--- config.mk ---
export PLATFORM = sky130hd
export DESIGN_NAME = seq_multiplier8
export DESIGN_NICKNAME = d
export VERILOG_FILES = /design/src/rtl/seq_multiplier8_pkg.sv /design/src/rtl/cla_adder8.sv /design/src/rtl/seq_multiplier8.sv
export SDC_FILE = /design/constraint.sdc
export NUM_CORES = 1
export LEC_CHECK = 0
export ABC_AREA = 1
export CORE_ASPECT_RATIO = 0.6
export CORE_MARGIN = 2
export CORE_UTILIZATION = 50
export CTS_BUF_LIST = sky130_fd_sc_hd__clkbuf_4
export DETAILED_ROUTE_END_ITERATION = 7
export GPL_TIMING_DRIVEN = 0
export PLACE_DENSITY_LB_ADDON = 0.25
export REMOVE_ABC_BUFFERS = 1
export SYNTH_ARGS = -nofsm -noshare
export SYNTH_HDL_FRONTEND = slang
export SYNTH_SLANG_ARGS = --single-unit
--- constraint.sdc ---
create_clock -name clk -period 1.71 [get_ports clk]
set_input_delay 0.2565 -clock clk [delete_from_list [all_inputs] [get_ports clk]]
set_output_delay 0.2565 -clock clk [all_outputs]
set_load 0.05 [all_outputs]
--- src/rtl/seq_multiplier8_pkg.sv ---
// Shared definitions for the sequential shift-and-add multiplier.
package seq_multiplier8_pkg;

    localparam int unsigned WIDTH_DEF = 8;
    localparam int unsigned CNT_W_DEF = 4;

    typedef enum logic [1:0] {
        IDLE = 2'd0,
        CALC = 2'd1,
        DONE = 2'd2
    } state_t;

endpackage

--- src/rtl/cla_adder8.sv ---
// Combinational carry-lookahead adder with fully expanded carry terms.
module cla_adder8 import seq_multiplier8_pkg::*; #(
    parameter int unsigned WIDTH = WIDTH_DEF
) (
    input  logic [WIDTH-1:0] x,
    input  logic [WIDTH-1:0] y,
    input  logic             cin,
    output logic [WIDTH-1:0] sum,
    output logic             cout
);

    logic [WIDTH-1:0] g;
    logic [WIDTH-1:0] p;
    logic [WIDTH:0]   carry;

    assign g = x & y;
    assign p = x ^ y;

    // each carry is an OR of generate terms gated by all higher propagates
    always_comb begin : lookahead
        logic term;
        carry[0] = cin;
        for (int i = 0; i < int'(WIDTH); i++) begin
            term = cin;
            for (int k = 0; k <= i; k++) begin
                term = term & p[k];
            end
            carry[i+1] = term;
            for (int j = 0; j <= i; j++) begin
                term = g[j];
                for (int k = j + 1; k <= i; k++) begin
                    term = term & p[k];
                end
                carry[i+1] = carry[i+1] | term;
            end
        end
    end

    assign sum  = p ^ carry[WIDTH-1:0];
    assign cout = carry[WIDTH];

endmodule

--- src/rtl/seq_multiplier8.sv ---
// Unsigned shift-and-add multiplier: one partial product per clock, result with a done pulse.
module seq_multiplier8 import seq_multiplier8_pkg::*; #(
    parameter int unsigned WIDTH = WIDTH_DEF,
    parameter int unsigned CNT_W = CNT_W_DEF
) (
    input  logic                 clk,
    input  logic                 rst,
    input  logic                 start,
    input  logic [WIDTH-1:0]     a,
    input  logic [WIDTH-1:0]     b,
    output logic                 busy,
    output logic                 done,
    output logic [2*WIDTH-1:0]   product
);

    state_t               state, state_d;
    logic [WIDTH-1:0]     mcand, mcand_d;
    logic [2*WIDTH-1:0]   acc, acc_d;
    logic [CNT_W-1:0]     cnt, cnt_d;
    logic [2*WIDTH-1:0]   product_d;

    logic [WIDTH-1:0]     add;
    logic [WIDTH-1:0]     sum;
    logic                 cout;
    logic [2*WIDTH-1:0]   acc_shift;

    assign add = acc[0] ? mcand : '0;

    cla_adder8 #(.WIDTH(WIDTH)) u_cla (
        .x    (acc[2*WIDTH-1:WIDTH]),
        .y    (add),
        .cin  (1'b0),
        .sum  (sum),
        .cout (cout)
    );

    // carry out lands in the accumulator MSB so the product stays exact
    assign acc_shift = {cout, sum, acc[WIDTH-1:1]};

    always_comb begin
        state_d   = state;
        mcand_d   = mcand;
        acc_d     = acc;
        cnt_d     = cnt;
        product_d = product;
        case (state)
            IDLE: begin
                if (start) begin
                    mcand_d = a;
                    acc_d   = {WIDTH'(0), b};
                    cnt_d   = '0;
                    state_d = CALC;
                end
            end
            CALC: begin
                acc_d = acc_shift;
                cnt_d = cnt + CNT_W'(1);
                if (cnt == CNT_W'(WIDTH - 1)) begin
                    state_d   = DONE;
                    product_d = acc_shift;
                end
            end
            DONE: begin
                if (start) begin
                    mcand_d = a;
                    acc_d   = {WIDTH'(0), b};
                    cnt_d   = '0;
                    state_d = CALC;
                end else begin
                    state_d = IDLE;
                end
            end
            default: state_d = IDLE;
        endcase
    end

    // status flags mirror the next state so they track the state register exactly
    always_ff @(posedge clk or posedge rst) begin
        if (rst) begin
            state   <= IDLE;
            mcand   <= '0;
            acc     <= '0;
            cnt     <= '0;
            product <= '0;
            busy    <= 1'b0;
            done    <= 1'b0;
        end else begin
            state   <= state_d;
            mcand   <= mcand_d;
            acc     <= acc_d;
            cnt     <= cnt_d;
            product <= product_d;
            busy    <= (state_d == CALC);
            done    <= (state_d == DONE);
        end
    end

endmodule
==> flow_summary.yaml <==
placement:
  gp_congestion: 0.8746
  io_buffers: 36
  hpwl_um: 3464
sta:
  fin_crit_sh_pct: 113.9
  skew_ns: 0.02284
  setup_violations: 10
  slew_viol_final: 0
  rsz0062_at_grt: "yes"
  hold_violations: 0
  slew-limit-headroom_pct: 65.48
  period_needed_ns: 1.948
  finalSetupTns_ns: -1.600
  setup_ws_ns: -0.2380
  worstMarginPinSlew_ns: 0.5171
  max_freq_ghz: 0.5134
clocking:
  clock_latency_ns: 0.39
  cts-buffers-inserted: 5
  clk_pin_slew_ns: 0.14
  cts-root-buf: "clkbuf_4"
  cts_max_path_buffers: 2
  htree_levels: 2
  clock-sinks: 48
  cts_hold_buffers: 0
  cts_tree: "built"
global_routing:
  grt_pass1_vias: 1920
  grt_overflow: 0
  met2_usage_pct: 33.26
  grt_max_degree: 31
  grt.met3_usage_pct: 5.680
  grt_pass1_wl_um: 9080
  busiest_layer: "met2"
  grtUsageMet1_pct: 32.19
  groute.usage.overall_pct: 22.43
  antenna_found_initial: 0
detailed_routing:
  drt_iter0_markers: 80
  vias_per_cell: 5.052
  ant_nets: 0
  firstDrtPassIters: 4
  drcViolationCount: 0
  wl_um: 5350
  avgRoutedWirePerCell_um: 14.01
  vias: 1930
power:
  p_sw_uw: 3047
  pwr_density_cell_nw_per_um2: 2065
  peakVddDrop_uv: 1016
  p_leak_uw: 0.001541
  power_uw: 6358
  swShare_pct: 47.92
  pwr-share-seq_pct: 31.3
  p_int_uw: 3311
  combPwrFrac_pct: 58.4
  p_clk_share_pct: 10.3
synth:
  yosys-top-cells-count: "nand2_1 (90), dfrtp_1 (48), inv_1 (29)"
  synth_seq_area_share_pct: 51.12
  syn_inst: 274
  synth_edf_count: 0
  netlist_area_um2: 2350
  syn_avg_cell_area_um2: 8.576
  yosys-top-cells-area: "dfrtp_1 (51%), nand2_1 (14%), ha_1 (5.3%)"
  ys_dominant_reg_cell: "dfrtp_1"
  synth_compound_area_share_pct: 8.946
  synth.most_common_cell: "nand2_1"
  synth_xor_area_share_pct: 1.864
  ys_seq_elements: 48
  synth_mux_area_share_pct: 0
  ys_types: 29
  synthArstFlopShare_pct: 100.0
  synth_fa_ha_area_share_pct: 6.177
  synth_top_cell_by_area: "dfrtp_1"
  synth_top_family_by_area: "simple AND/OR/NAND/NOR gates"
  yosys.area_share.simple_pct: 23.86
  synth-warning-count: 0
  synth_top_area_share_pct: 51.12
die:
  fp.dieW_um: 92.50
  num_io_pins: 37
  start_util_pct: 51.75
  dieHeight_um: 57.10
  core_um2: 4541
  dieArea_um2: 5282
  rows: 19
setup_path:
  end_kind: "register"
  path_buf_inv: 2
  crit_fanout: 5
  cp.arrival_ns: 2.26
  start_kind: "register"
  critPathKind: "reg2reg"
  critPathTopFamily: "simple AND/OR/NAND/NOR gates"
  crit_top_cell: "nand2_1"
  cp.required_ns: 2.03
  cpMaxStageDelayCell: "dfrtp_2"
  crit_chain: "buf_6 > nand2_2 > inv_2 > ha_4 > ha_4 > nand3_4 > nand4_1 > nand2_1 > nand2_2 > a21oi_2 > xor2_1 > nand2_1 > nand2_1"
  critPathMaxStageDelay_ns: 0.44
flow_run:
  drv_cap: 0
cells_and_area:
  final_nets: 350
  antennaDiodeCount: 0
  nFillCells: 384
  layout-drive-gt1-share_pct: 19.12
  area_growth_syn_to_layout_pct: 31.04
min_path:
  hold_path.class: "in2async"
status:
  violations: "setup timing"
  status: "complete, but fails checks"
## cells by family after synthesis
family                   after synthesis
AND/OR/NAND/NOR                      130
flip-flops                            48
buffers and inverters                 43
AO/OA/AOI/OAI                         37
adder cells (fa/ha/maj)               11
XOR/XNOR                               5
## path summary, 6_finish.rpt
kind                                             start                 endpoint  slack, ns  cells after the start
worst max-delay path                acc[0]$_DFFE_PP0P_  product[13]$_DFFE_PP0P_      -0.24                     13
worst min-delay path                               rst   product[9]$_DFFE_PP0P_       0.21                      2
worst max register to register      acc[0]$_DFFE_PP0P_  product[13]$_DFFE_PP0P_      -0.24                     13
worst min register to register  product[5]$_DFFE_PP0P_   product[5]$_DFFE_PP0P_       0.49                      2
max in group asynchronous                          rst       acc[0]$_DFFE_PP0P_       0.96                      3
min in group clk                                  a[1]     mcand[1]$_DFFE_PP0P_       0.38                      3
## cell type report
class	instances	area, um2	area share (%)
repair buffers	48	447.9	14.55
multi-input cells	183	1150	37.34
well taps	63	78.83	2.560
clock inverters	1	30.03	0.9752
clock buffers	5	37.54	1.219
inverters	34	131.4	4.267
flip-flops and latches	48	1204	39.09
## flip-flops by register name (all words and copies together) (netlist names)
name	flops
acc	16
product	16
mcand	8
cnt	4
state	2
busy	1
done	1
## layer usage
metal / vias up / share of wire [%]
met5: - / 0
met4: 0 / 1.9
met3: 11 / 5.8
met2: 53 / 45
met1: 895 / 47
li1: 971 / -
## power by group through the flow
stage / combinational [uW] / clock, uW / sequential, uW
detailed placement: 3030 / 0 / 2030
global route: 4060 / 705 / 2060
CTS: 3350 / 662 / 2010
global placement: 2940 / 0 / 2010
floorplan: 1590 / 0 / 2580
finish: 3710 / 655 / 1990
## placed cells by master (no fill, tap or decap), types with 2 or more instances in the layout
master           synthesis  layout
a31oi_1                  2       2
buf_4                    2       9
buf_6                    2       2
clkbuf_4                 0       5
clkdlybuf4s50_1          0      18
dfrtp_1                 48      46
dfrtp_2                  0       2
dlygate4sd2_1            0      18
ha_2                     0       2
ha_4                     0       7
inv_1                   29      24
inv_2                    4       8
nand2_1                 90      84
nand2_2                  2       7
nand2_4                  1       2
nand3_1                  8       6
nand4_1                 11      11
nor2_1                  14      11
nor2_4                   0       2
o211ai_1                 6       6
o21ai_0                 12      11
o21ai_1                 14      14
xor2_1                   4       2
## metrics by stage
stage	area, um2	utilization [%]	setup WS [ns]	hold WS [ns]	std cells
final	3079	67.81	-0.2380	0.2105	382
after global routing	3079	67.81	-0.3224	0.2502	382
after CTS	2968	65.36	-0.2546	0.2359	377
after detailed placement	2749	60.54	-0.6059	0.4650	365
after global placement	2729	60.10	-0.6297	0.4625	364
after floorplan	2290	-	-0.1107	0.3661	265
## timing repair
item / 4_1_cts / 5_1_grt
resized for setup: 47 / 18
hold endpoints to repair: 0 / 0
setup buffers: 6 / 5
pin swaps: 18 / 20
endpoints found under the setup margin: 48 / 17
Note: power is estimated with default switching activity, not from simulation.
